### config.mk
export PLATFORM = sky130hd
export DESIGN_NAME = five_stage_subtractor_flat
export DESIGN_NICKNAME = d
export VERILOG_FILES = /design/src/rtl/five_stage_subtractor_if.sv /design/src/rtl/five_stage_subtractor.sv /design/src/flat_wrapper.sv
export SDC_FILE = /design/constraint.sdc
export NUM_CORES = 1
export LEC_CHECK = 0
export ABC_AREA = 1
export CAP_MARGIN = 20
export CORE_MARGIN = 2
export CORE_UTILIZATION = 40
export DETAILED_ROUTE_END_ITERATION = 10
export REMOVE_ABC_BUFFERS = 1
export SLEW_MARGIN = 20
export SYNTH_ARGS = -nofsm -noshare
export SYNTH_HDL_FRONTEND = slang
export SYNTH_SLANG_ARGS = --single-unit
export TNS_END_PERCENT = 100
### constraint.sdc
create_clock -name clk -period 4.8 [get_ports clk]
set_input_delay 0.96 -clock clk [delete_from_list [all_inputs] [get_ports clk]]
set_output_delay 0.96 -clock clk [all_outputs]
set_load 0.02 [all_outputs]
### src/rtl/five_stage_subtractor_if.sv
// Ready/valid bus for five_stage_subtractor.
// Upstream side: valid_i, ready_o, sum_i, data_2.
// Downstream side: valid_o, ready_i, data_out, err_o.
// The subtractor uses the slave modport. A test harness acting as both
// neighbours uses the master modport.
interface five_stage_subtractor_if #(
  parameter int WIDTH = 16
);
  logic             valid_i;
  logic             ready_o;
  logic [WIDTH:0]   sum_i;
  logic [WIDTH-1:0] data_2;
  logic             valid_o;
  logic             ready_i;
  logic [WIDTH-1:0] data_out;
  logic             err_o;

  modport master (
    output valid_i, sum_i, data_2, ready_i,
    input  ready_o, valid_o, data_out, err_o
  );

  modport slave (
    input  valid_i, sum_i, data_2, ready_i,
    output ready_o, valid_o, data_out, err_o
  );
endinterface

### src/rtl/five_stage_subtractor.sv
// five_stage_subtractor: recovers data_1 = sum_i - data_2 through a 5-stage
// pipeline with ready/valid backpressure.
//   S1     : registers the operands; the borrow starts at 0.
//   S2..S5 : each stage subtracts one CHUNK-bit slice with the ripple borrow.
//   S5     : also resolves the top bit (sum[WIDTH] - borrow). A nonzero
//            result means the answer is outside [0, 2^WIDTH-1].
// The whole pipe advances together when adv = !valid_o || ready_i. Bubbles
// move forward like data and are not collapsed.
// Optional feature, selected by the macro FIVE_STAGE_SUB_ERR_CNT_EN:
//   adds port err_cnt, a saturating count of accepted beats that had err_o=1.
module five_stage_subtractor #(
  parameter int WIDTH = 16,
  parameter int CHUNK = 4
) (
  input  logic                        clk,
  input  logic                        rst,
  five_stage_subtractor_if.slave      bus
`ifdef FIVE_STAGE_SUB_ERR_CNT_EN
  ,
  output logic [15:0]                 err_cnt
`endif
);

  // Number of chunk stages (S2..S5). Index k below refers to the register
  // that feeds chunk k: index 0 is S1, and index 3 is S4.
  localparam int NCHUNK = WIDTH / CHUNK;

  logic             s_valid  [NCHUNK];
  logic [WIDTH:0]   s_sum    [NCHUNK];
  logic [WIDTH-1:0] s_d2     [NCHUNK];
  logic [WIDTH-1:0] s_diff   [NCHUNK];
  logic             s_borrow [NCHUNK];

  logic [CHUNK:0]   sub_chunk  [NCHUNK];
  logic [WIDTH-1:0] nxt_diff   [NCHUNK];
  logic             nxt_borrow [NCHUNK];

  logic             out_valid;
  logic [WIDTH-1:0] out_data;
  logic             out_err;

  logic             adv;
  logic signed [1:0] top;
  logic             top_err;

  assign adv         = !out_valid || bus.ready_i;
  assign bus.ready_o = adv;
  assign bus.valid_o = out_valid;
  assign bus.data_out = out_data;
  assign bus.err_o    = out_err;

  // Per-stage chunk subtraction: the slice for chunk k, with the borrow carried in from the previous chunk.
  always_comb begin
    for (int k = 0; k < NCHUNK; k++) begin
      // NOTE: every combinational output is given a full value on each pass
      // before any partial update, so no path can infer a latch.
      nxt_diff[k]  = s_diff[k];
      sub_chunk[k] = {1'b0, s_sum[k][CHUNK*k +: CHUNK]}
                   - {1'b0, s_d2[k][CHUNK*k +: CHUNK]}
                   - {{CHUNK{1'b0}}, s_borrow[k]};
      nxt_diff[k][CHUNK*k +: CHUNK] = sub_chunk[k][CHUNK-1:0];
      // A negative slice wraps modulo 2^(CHUNK+1), which sets the top bit.
      nxt_borrow[k] = sub_chunk[k][CHUNK];
    end
  end

  // Top-bit resolution for the final stage: any result other than 0 is out of range.
  assign top     = $signed({1'b0, s_sum[NCHUNK-1][WIDTH]})
                 - $signed({1'b0, nxt_borrow[NCHUNK-1]});
  assign top_err = (top != 2'sd0);

  // Pipeline registers S1..S4 and the S5 output register, all gated by adv.
  always_ff @(posedge clk) begin
    if (rst) begin
      // NOTE: the stage data registers are reset as well as the valids, so
      // the outputs never carry X once reset has been applied.
      for (int k = 0; k < NCHUNK; k++) begin
        s_valid[k]  <= 1'b0;
        s_sum[k]    <= '0;
        s_d2[k]     <= '0;
        s_diff[k]   <= '0;
        s_borrow[k] <= 1'b0;
      end
      out_valid <= 1'b0;
      out_data  <= '0;
      out_err   <= 1'b0;
    end else if (adv) begin
      // NOTE: non-blocking assignments let every stage take its
      // predecessor's old value on the same edge; blocking would collapse
      // the pipe.
      s_valid[0]  <= bus.valid_i && adv;
      s_sum[0]    <= bus.sum_i;
      s_d2[0]     <= bus.data_2;
      s_diff[0]   <= '0;
      s_borrow[0] <= 1'b0;
      for (int k = 1; k < NCHUNK; k++) begin
        s_valid[k]  <= s_valid[k-1];
        s_sum[k]    <= s_sum[k-1];
        s_d2[k]     <= s_d2[k-1];
        s_diff[k]   <= nxt_diff[k-1];
        s_borrow[k] <= nxt_borrow[k-1];
      end
      out_valid <= s_valid[NCHUNK-1];
      out_err   <= top_err;
      out_data  <= top_err ? '0 : nxt_diff[NCHUNK-1];
    end
  end

`ifdef FIVE_STAGE_SUB_ERR_CNT_EN
  // Saturating count of error beats that the downstream side accepted.
  always_ff @(posedge clk) begin
    if (rst) begin
      err_cnt <= '0;
    end else if (out_valid && bus.ready_i && out_err && (err_cnt != 16'hFFFF)) begin
      err_cnt <= err_cnt + 16'd1;
    end
  end
`endif

endmodule
### src/flat_wrapper.sv
// flat-port wrapper written by rule: the top's interface ports become plain ports
module five_stage_subtractor_flat 
#(
  parameter int WIDTH = 16,
  parameter int CHUNK = 4
)
  (clk, rst, bus_valid_i, bus_sum_i, bus_data_2, bus_ready_i, bus_ready_o, bus_valid_o, bus_data_out, bus_err_o);
  five_stage_subtractor_if #(.WIDTH(WIDTH)) bus_i ();
  input  logic clk;
  input  logic rst;
  input wire logic [$bits(bus_i.valid_i)-1:0] bus_valid_i;
  input wire logic [$bits(bus_i.sum_i)-1:0] bus_sum_i;
  input wire logic [$bits(bus_i.data_2)-1:0] bus_data_2;
  input wire logic [$bits(bus_i.ready_i)-1:0] bus_ready_i;
  output wire logic [$bits(bus_i.ready_o)-1:0] bus_ready_o;
  output wire logic [$bits(bus_i.valid_o)-1:0] bus_valid_o;
  output wire logic [$bits(bus_i.data_out)-1:0] bus_data_out;
  output wire logic [$bits(bus_i.err_o)-1:0] bus_err_o;
  assign bus_i.valid_i = bus_valid_i;
  assign bus_i.sum_i = bus_sum_i;
  assign bus_i.data_2 = bus_data_2;
  assign bus_i.ready_i = bus_ready_i;
  assign bus_ready_o = bus_i.ready_o;
  assign bus_valid_o = bus_i.valid_o;
  assign bus_data_out = bus_i.data_out;
  assign bus_err_o = bus_i.err_o;
  five_stage_subtractor #(.WIDTH(WIDTH), .CHUNK(CHUNK)) u_core (.clk(clk), .rst(rst), .bus(bus_i));
endmodule
==> reports/metrics.yaml, run 1 <==
setup_path:
  crit_type: "input pin to output pin"
  cp.arrival_ns: 2.26
  cp.buffers_inverters: 3
  slowest_delay_ns: 0.62
  crit_slowest_cell: "clkdlybuf4s50_1"
  cp_top_family: "buffers and inverters"
  worstRegToRegCells: 9
  cp_cell_sequence: "clkdlybuf4s50_1, nor2_4, inv_1, clkdlybuf4s50_1"
  reg2reg_from: "u_core.s_sum[3][12]"
  worst_setup_path_start_kind: "input pin"
  path_max_fanout: 3
  end_kind: "output pin"
  timing.rr.end: "u_core.bus.data_out[12]"
  r2r_slack_ns: 2.71
  worst_ep_required_time_ns: 3.84
  cp_common_cell: "clkdlybuf4s50_1"
pwr:
  p_per_area_nw_per_um2: 388
  leakagePower_nw: 3.24
  total_power_mw: 2.87
  peakVddDrop_mv: 0.266
synth:
  ys_top_cells_by_count: "166 x inv_1, 115 x edfxtp_1, 80 x nor2_1, 65 x nand2_1, 40 x nor2_2"
  synth_area_um2: 6170
  yosysSeqAreaShare: 0.619
  ys_ff_latch: 133
  synth.area.top_cells: "edfxtp_1 56%, inv_1 10%, dfxtp_1 5.8%"
  syn_inst: 579
  yosys_warnings: 0
  synth_edf_count: 115
  ys_async_sr_fraction: 0
  yosysMostFrequentCell: "inv_1"
  synthFlopType: "edfxtp_1"
  ys_types: 26
  syn_avg_cell_area_um2: 10.6
  synth_top_area_frac: 0.560
  yosys.area.top_type: "edfxtp_1"
cts:
  cts_root_buf: "clkbuf_16"
  tritoncts: "yes"
  clkTransAtPathRegs_ns: 0.05
  cts.hold.buffers_added: 0
  cts_buffer_depth: 2
  cts_made_buffers: 17
  postCtsSetupBuffers: 0
  clkLatencyLatePin_ns: 0.41
  clock-sinks: 133
  htree_num_levels: 4
  cts_resized: 0
timing:
  setup-violations-final: 0
  timing.final.hold_violations: 0
  worst_slew_pin_slew_ns: 0.877
  timing.fmax_ghz: 0.311
  tns_ns: 0
  slew_headroom: 0.415
  rsz0062_at_grt: "no"
  post-route-period-util: 0.670
  setup_slack_ns: 1.58
  fin_skew_ns: 0.00863
  slew_violations: 0
  fin_crit_ns: 3.22
drt:
  wire_per_inst_um: 9.65
  remaining_drc_errors: 0
  first_pass_iters: 4
  via_count: 3463
  vias_per_cell: 4.12
  wl_mm: 8.11
  drt-initial-drc-count: 143
  ant_nets: 0
layout:
  area_growth_pct: 19.8
  layout.nets: 706
  nFillCells: 1388
  drive_above_1_share: 0.135
  antenna_cells: 0
floorplanning:
  die_h_um: 128
  fp-row-count: 45
  start_util: 0.407
  die_w_um: 128
  die_area_um2: 16400
  core-area_um2: 15100
  num_io_pins: 56
place:
  dp_hpwl_mm: 5.04
  gp_congestion: 0.721
  post-place-ws_ns: 1.58
  port-buffer-count: 55
grt:
  grt_max_degree: 126
  grt.total_usage: 0.111
  antenna_found_initial: 0
  first_global_vias: 3372
  grt_pass1_wl_mm: 14.2
  grt_overflow_total: 0
run:
  max_cap_viol_count: 0
min_path:
  hold-path-endpoint: "u_core.bus.data_out[1]"
  worstHoldStart: "u_core.bus.data_out[1]"
  min_path_cells: 2
  hold_path_class: "flop to flop"
run_status:
  status: "finished clean"
==> how the worst max path moves through the flow <==
| stage | start | endpoint | slack, ns | cells after the start |
|---|---|---|---|---|
| finish | bus_ready_i | bus_ready_o | 1.58 | 4 |
| global route | bus_ready_i | bus_ready_o | 1.56 | 4 |
| CTS | bus_ready_i | bus_ready_o | 1.58 | 4 |
| detailed placement | bus_ready_i | bus_ready_o | 1.58 | 4 |
| global placement | bus_ready_i | bus_ready_o | 1.59 | 4 |
| floorplan | bus_ready_i | u_core.s_borrow[1] | 0.78 | 4 |
==> tightest hold or removal path, delay by kind of cell, from the launching register on <==
| kind | cells | cell delay, ns |
|---|---|---|
| flops | 1 | 0.31 |
| simple gates | 2 | 0.10 |
==> cells by family (layout without fill, tap and decap cells) <==
family	Yosys count	count (layout)	synth area share
and+or+nand+nor	208	208	0.163
buffers and inverters	183	257	0.126
DFF	133	133	0.619
adders and majority gates	29	29	0.0662
AOI/OAI and AO/OA	20	20	0.0179
xor gates and xnor gates	6	6	0.00852
==> cell type report <==
class | count | area (µm²) | share of cell area
inverters | 168 | 641 | 0.0867
flip-flops and latches | 133 | 3810 | 0.516
multi-input cells | 263 | 1580 | 0.213
clock inverters | 3 | 15.0 | 0.00203
well taps | 188 | 235 | 0.0318
repair buffers | 57 | 566 | 0.0766
clock buffers | 29 | 542 | 0.0733
==> registers in the layout, summed over array words and instances, names as in the netlist <==
signal	count
u_core.bus.data_out	16
u_core.bus.err_o	1
u_core.bus.valid_o	1
u_core.s_borrow	3
u_core.s_d2	40
u_core.s_diff	24
u_core.s_sum	44
u_core.s_valid	4
==> layout by cell type, fill, tap and decap left out, types with 5 or more instances in the layout <==
master           synthesis  layout
ha_1                    23      23
inv_1                  166     165
a21oi_1                 10      10
nand2_1                 65      65
clkbuf_16                0      18
edfxtp_1               115     115
nor2_4                  13      13
fa_1                     6       6
dfxtp_1                 18      18
o21ai_0                  5       5
nor2_1                  80      80
clkbuf_8                 0       5
clkbuf_1                 0       6
nor2_2                  40      40
clkdlybuf4s50_1          0      55
==> metal layers <==
metal	wire length, µm	global-route usage	vias to the layer above
li1	-	-	1851
met1	3750	0.123	1533
met2	3870	0.188	66
met3	335	0.0426	13
met4	158	0.0543	0
met5	0	0	-
==> per-stage QoR <==
stage	instance area [µm²]	std cells	hold WS, ns	util
after detailed placement	6830	809	0.441	0.451
final	7390	841	0.455	0.488
after global routing	7390	841	0.476	0.488
after floorplan	6020	564	0.433	-
after global placement	6830	809	0.440	0.451
after CTS	7380	841	0.453	0.488
==> report_power, final <==
part           switching [mW]  internal [mW]  leakage (nW)
Sequential             0.0268           1.34          1.51
Clock                   0.433          0.758         0.277
Combinational           0.171          0.139          1.45
Total                   0.631           2.24          3.24
Note: power is estimated with default switching activity, not from simulation.
==> inputs of run 2 (changes only) <==
==> constraint.sdc (replaced) <==
create_clock -name clk -period 3.2 [get_ports clk]
set_input_delay 0.64 -clock clk [delete_from_list [all_inputs] [get_ports clk]]
set_output_delay 0.64 -clock clk [all_outputs]
set_load 0.02 [all_outputs]
==> run 2 against run 1 <==
  * Global-route usage grew 0.55 points
  * First-iteration DRC count grew 4.9%
  * Die area is the same
  * Via count grew 0.46%
  * Non-clock buffer count grew 7
  * Sequential power grew 50%
  * Power grew 57%
  * Flip-flop and latch count is the same
  * Clock skew shrank 0.0045 ns
==> reports/metrics.yaml, run 2 (synthesis gave the netlist of run 1 again) <==
min_path:
  min_path_cells: 2  # unchanged
  hold_path_class: "flop to flop"
timing:
  fin_skew_ns: 0.00413  # -0.00449 ns
  fin_crit_ns: 2.57
  timing.final.hold_violations: 0  # unchanged
  post-route-period-util: 0.803
  slew_violations: 0  # unchanged
  slew_headroom: 0.711  # +0.295
  worst_slew_pin_slew_ns: 0.434  # -0.443 ns
  setup-violations-final: 0  # unchanged
  rsz0062_at_grt: "no"
  timing.fmax_ghz: 0.389
  holdWs_ns: 0.450  # -0.00447 ns
floorplanning:
  die_h_um: 128  # unchanged
  die_area_um2: 16400  # unchanged
  fp-row-count: 45  # unchanged
  num_io_pins: 56  # unchanged
  core-area_um2: 15100  # unchanged
  die_w_um: 128  # unchanged
  start_util: 0.407  # unchanged
setup_path:
  crit_slowest_cell: "clkdlybuf4s50_1"
  cp.arrival_ns: 1.93  # -0.33 ns
  path_max_fanout: 3  # unchanged
  cp_common_cell: "clkdlybuf4s50_1"
  slowest_delay_ns: 0.62  # about the same
  end_kind: "output pin"
  worst_setup_path_start_kind: "input pin"
  worst_ep_required_time_ns: 2.56  # -1.28 ns
  crit_type: "input pin to output pin"
  cp_cell_sequence: "clkdlybuf4s50_1, nor2_4, inv_1, clkdlybuf4s50_1"
  worstRegToRegCells: 9  # unchanged
pwr:
  peakVddDrop_mv: 0.366  # +37%
  p_clk_frac: 0.438  # +0.023
  p_switching_uw: 980  # +55%
  pwr-share-seq: 0.456  # -0.021
  leakagePower_nw: 3.30  # +1.9%
  total_power_mw: 4.49  # +57%
  p_per_area_nw_per_um2: 599  # +54%
  intPower_mw: 3.51  # +57%
  swShare: 0.218  # -0.00189
  combPwrFrac: 0.106  # -0.002
cts:
  cts_resized: 0  # unchanged
  clock-sinks: 133  # unchanged
  tritoncts: "yes"
  cts_buffer_depth: 2  # unchanged
  clkLatencyLatePin_ns: 0.41  # about the same
  cts.hold.buffers_added: 0  # unchanged
  clkTransAtPathRegs_ns: 0.06  # about the same
  cts_made_buffers: 17  # unchanged
  cts_root_buf: "clkbuf_16"
  htree_num_levels: 4  # unchanged
  postCtsSetupBuffers: 0  # unchanged
drt:
  vias_per_cell: 4.10  # -0.37%
  remaining_drc_errors: 0  # unchanged
  top_layer: "met4"
  first_pass_iters: 4  # unchanged
  wire_per_inst_um: 9.81  # +1.6%
  wl_mm: 8.32  # +2.5%
  ant_nets: 0  # unchanged
  route.met2.wl_mm: 4.07  # +5.4%
  m1WireLength_mm: 3.71  # -1.2%
  via_count: 3479  # +0.46%
  wl_met3_um: 322  # -3.9%
  drt-initial-drc-count: 150  # +4.9%
place:
  gp_congestion: 0.733  # +1.6%
  port-buffer-count: 55  # unchanged
  dp_hpwl_mm: 5.42  # +7.6%
layout:
  mostFrequentLayoutCells: "165 x inv_1, 115 x edfxtp_1, 80 x nor2_1"
  drive_above_1_share: 0.144  # +0.00918
  layout.nets: 713  # +0.99%
  regMostFlops: "u_core.s_sum"
  antenna_cells: 0  # unchanged
  nFillCells: 1362  # -1.9%
  layout_commonest_cell: "inv_1"
  largest_registers: "u_core.s_sum: 44 flops, u_core.s_d2: 40 flops, u_core.s_diff: 24 flops"
  area_growth_pct: 21.7
  largest_reg_flops: 44  # unchanged
grt:
  grt.total_usage: 0.117  # +0.00551
  grt_max_degree: 47  # -63%
  antenna_found_initial: 0  # unchanged
  grt_overflow_total: 0  # unchanged
  first_global_vias: 3451  # +2.3%
  grt_pass1_wl_mm: 14.9  # +4.9%
run:
  max_cap_viol_count: 0  # unchanged
run_status:
  status: "finished clean"
run 2: worst paths after layout:
kind | startpoint | slack [ns] | to
worst max-delay path | bus_ready_i | 0.63 | bus_ready_o
worst min-delay path | u_core.bus.data_out[2] | 0.45 | u_core.bus.data_out[2]
worst min register to register | u_core.bus.data_out[2] | 0.45 | u_core.bus.data_out[2]
worst max register to register | u_core.s_sum[3][12] | 1.15 | u_core.bus.data_out[15]
run 2: stage by stage:
step | setup TNS (ns) | cell area (µm²) | std cells | util | setup WS, ns
finish | 0 | 7500 | 848 | 0.495 | 0.629
global route | 0 | 7500 | 848 | 0.495 | 0.596
CTS | 0 | 7500 | 848 | 0.495 | 0.620
detailed placement | 0 | 6910 | 816 | 0.456 | 0.622
global placement | 0 | 6910 | 816 | 0.456 | 0.638
floorplan | -57.66 | 6020 | 564 | - | -0.501
run 2: power by group through the flow:
stage	clock (mW)	combinational (mW)	sequential, mW
after floorplan	0	0.302	2.10
after global placement	0	0.464	2.08
after detailed placement	0	0.481	2.09
after CTS	2.01	0.486	2.05
after global routing	2.08	0.551	2.06
final	1.97	0.475	2.05
run 2: final cells by class:
type	instances	area, µm²	area share
Clock inverter	12	160	0.0213
Inverter	168	638	0.0851
Multi-Input combinational cell	263	1580	0.210
Clock buffer	20	437	0.0582
Tap cell	188	235	0.0314
Sequential cell	133	3810	0.508
Timing Repair Buffer	64	643	0.0857
run 2: worst max-delay path, delay by kind of cell:
kind          cells  cell delay, ns
simple gates      1            0.06
buf+inv           3            1.23
run 2: routing by layer:
layer,up-vias,global-route usage
met5,-,0
met2,58,0.201
met3,14,0.0363
met4,0,0.0685
met1,1532,0.127
li1,1875,-
==> inputs of run 3 (changes only) <==
==> constraint.sdc (replaced) <==
create_clock -name clk -period 2.65 [get_ports clk]
set_input_delay 0.53 -clock clk [delete_from_list [all_inputs] [get_ports clk]]
set_output_delay 0.53 -clock clk [all_outputs]
set_load 0.02 [all_outputs]
==> run 3 against run 2 <==
  * Power is 16% higher
  * Register-to-register slack worse by 0.54 ns
  * Design area is 0.27% higher
  * Flip-flop and latch count stayed put
  * Critical endpoint unchanged
  * Worst hold slack worse by 0.0023 ns
  * Final cell count is 0.24% higher
  * Sequential share of layout area is 0.14 points lower
==> reports/metrics.yaml, run 3 (synthesis gave the netlist of run 1 again) <==
grt:
  antenna_found_initial: 0  # unchanged
  grtUsageMet2: 0.195  # -0.00629
  grt_pass1_wl_mm: 14.6  # -2.4%
  grt_overflow_total: 0  # unchanged
  met1_usage: 0.126  # -0.000238
  grt.total_usage: 0.115  # -0.00170
  grt_busiest_layer: "met2"
  grt_max_degree: 55  # +17%
  use_met3: 0.0363  # unchanged
  first_global_vias: 3358  # -2.7%
timing:
  timing.fmax_ghz: 0.423
  slew_headroom: 0.642  # -0.0682
  fin_crit_ns: 2.36
  post-route-period-util: 0.891
  rsz0062_at_grt: "no"
  worst_slew_pin_slew_ns: 0.536  # +0.102 ns
  holdWs_ns: 0.448  # -0.00227 ns
  setup-violations-final: 0  # unchanged
  fin_skew_ns: 0.00640  # +0.00227 ns
  slew_violations: 0  # unchanged
  timing.final.hold_violations: 0  # unchanged
  tns_ns: 0  # unchanged
drt:
  wl_mm: 8.28  # -0.47%
  drt-initial-drc-count: 202  # +35%
  first_pass_iters: 5  # +1
  wire_per_inst_um: 9.74  # -0.70%
  remaining_drc_errors: 0  # unchanged
  vias_per_cell: 4.06  # -1.1%
  ant_nets: 0  # unchanged
  via_count: 3450  # -0.83%
pwr:
  p_per_area_nw_per_um2: 695  # +16%
  swShare: 0.231  # +0.0132
  leakagePower_nw: 3.32  # +0.52%
  pwr-share-seq: 0.474  # +0.018
  p_clk_frac: 0.416  # -0.022
  p_switching_mw: 1.21  # +23%
  total_power_mw: 5.23  # +16%
  intPower_mw: 4.02  # +14%
  peakVddDrop_mv: 0.479  # +31%
  combPwrFrac: 0.110  # +0.004
layout:
  largest_reg_flops: 44  # unchanged
  regMostFlops: "u_core.s_sum"
  drive_above_1_share: 0.154  # +0.0101
  largest_registers: "u_core.s_sum: 44 flops, u_core.s_d2: 40 flops, u_core.s_diff: 24 flops"
  area_growth_pct: 22.0
  antenna_cells: 0  # unchanged
  layout.nets: 715  # +0.28%
  mostFrequentLayoutCells: "165 x inv_1, 115 x edfxtp_1, 80 x nor2_1"
  layout_commonest_cell: "inv_1"
  postLayoutCoreUtil: 0.497  # +0.00132
cts:
  cts_resized: 0  # unchanged
  cts_made_buffers: 17  # unchanged
  cts_buffer_depth: 2  # unchanged
  htree_num_levels: 4  # unchanged
  clkTransAtPathRegs_ns: 0.05  # about the same
  postCtsSetupBuffers: 0  # unchanged
  clkLatencyLatePin_ns: 0.41  # about the same
  cts_root_buf: "clkbuf_16"
  clock-sinks: 133  # unchanged
  cts.hold.buffers_added: 0  # unchanged
  tritoncts: "yes"
setup_path:
  cp_top_family: "buffers and inverters"
  cp.buffers_inverters: 3  # unchanged
  path_max_fanout: 3  # unchanged
  slowest_delay_ns: 0.63  # about the same
  cp_cell_sequence: "clkdlybuf4s50_1, nor2_4, inv_1, clkdlybuf4s50_1"
  r2r_slack_ns: 0.61  # -0.54 ns
  worst_ep_required_time_ns: 2.12  # -0.44 ns
  crit_type: "input pin to output pin"
  worst_setup_path_start_kind: "input pin"
  cp_common_cell: "clkdlybuf4s50_1"
  end_kind: "output pin"
  crit_slowest_cell: "clkdlybuf4s50_1"
  cp.arrival_ns: 1.83  # -0.10 ns
floorplanning:
  num_io_pins: 56  # unchanged
  die_area_um2: 16400  # unchanged
  die_h_um: 128  # unchanged
  core-area_um2: 15100  # unchanged
  fp-row-count: 45  # unchanged
  die_w_um: 128  # unchanged
  start_util: 0.407  # unchanged
place:
  port-buffer-count: 55  # unchanged
  gp_congestion: 0.728  # -0.61%
  dp_hpwl_mm: 5.38  # -0.79%
run_status:
  status: "finished clean"
min_path:
  hold_path_class: "flop to flop"
run:
  max_cap_viol_count: 0  # unchanged
run 3: changes by cell type in the layout (fill, tap and decap cells not counted), sizes merged:
cell      before  now
clkinvlp       0    1
clkbuf        20   21
buf            9   11
bufinv         4    0
inv          168  171
clkinv         8    7
run 3: power groups by stage:
stage / registers (mW) / clock network (mW) / logic [mW]
after floorplan: 2.54 / 0 / 0.365
after global placement: 2.52 / 0 / 0.567
after detailed placement: 2.52 / 0 / 0.580
after CTS: 2.48 / 2.23 / 0.587
after global routing: 2.49 / 2.31 / 0.667
final: 2.48 / 2.18 / 0.578
run 3: worst min-delay path, delay by kind of cell, from the launching register on:
family	cells	cell delay (ns)
DFF	1	0.31
and+or+nand+nor	2	0.10
run 3: stage by stage:
| step | worst slack (ns) | instances | instance area, µm² |
|---|---|---|---|
| global placement | 0.309 | 818 | 6960 |
| global route | 0.267 | 850 | 7520 |
| finish | 0.288 | 850 | 7520 |
| floorplan | -0.941 | 564 | 6020 |
| detailed placement | 0.270 | 818 | 6960 |
| CTS | 0.267 | 850 | 7520 |
run 3: final timing paths:
path / start / to / depth (start not counted)
min: u_core.bus.data_out[2] / u_core.bus.data_out[2] / 2
max: bus_ready_i / bus_ready_o / 4
min reg2reg: u_core.bus.data_out[2] / u_core.bus.data_out[2] / 2
max reg2reg: u_core.s_sum[3][12] / u_core.bus.data_out[12] / 9
run 3: routing by layer:
metal,vias to the layer above,part of all wire
li1,1873,-
met1,1506,0.45
met2,61,0.49
met3,10,0.040
met4,0,0.020
met5,-,0
run 3: layout make-up:
type / instances / area, µm²
Fill cell: 1366 / 7620
Sequential cell: 133 / 3810
Multi-Input combinational cell: 263 / 1580
Timing Repair Buffer: 66 / 696
Inverter: 168 / 638
Clock buffer: 21 / 493
Tap cell: 188 / 235
Clock inverter: 11 / 71.3
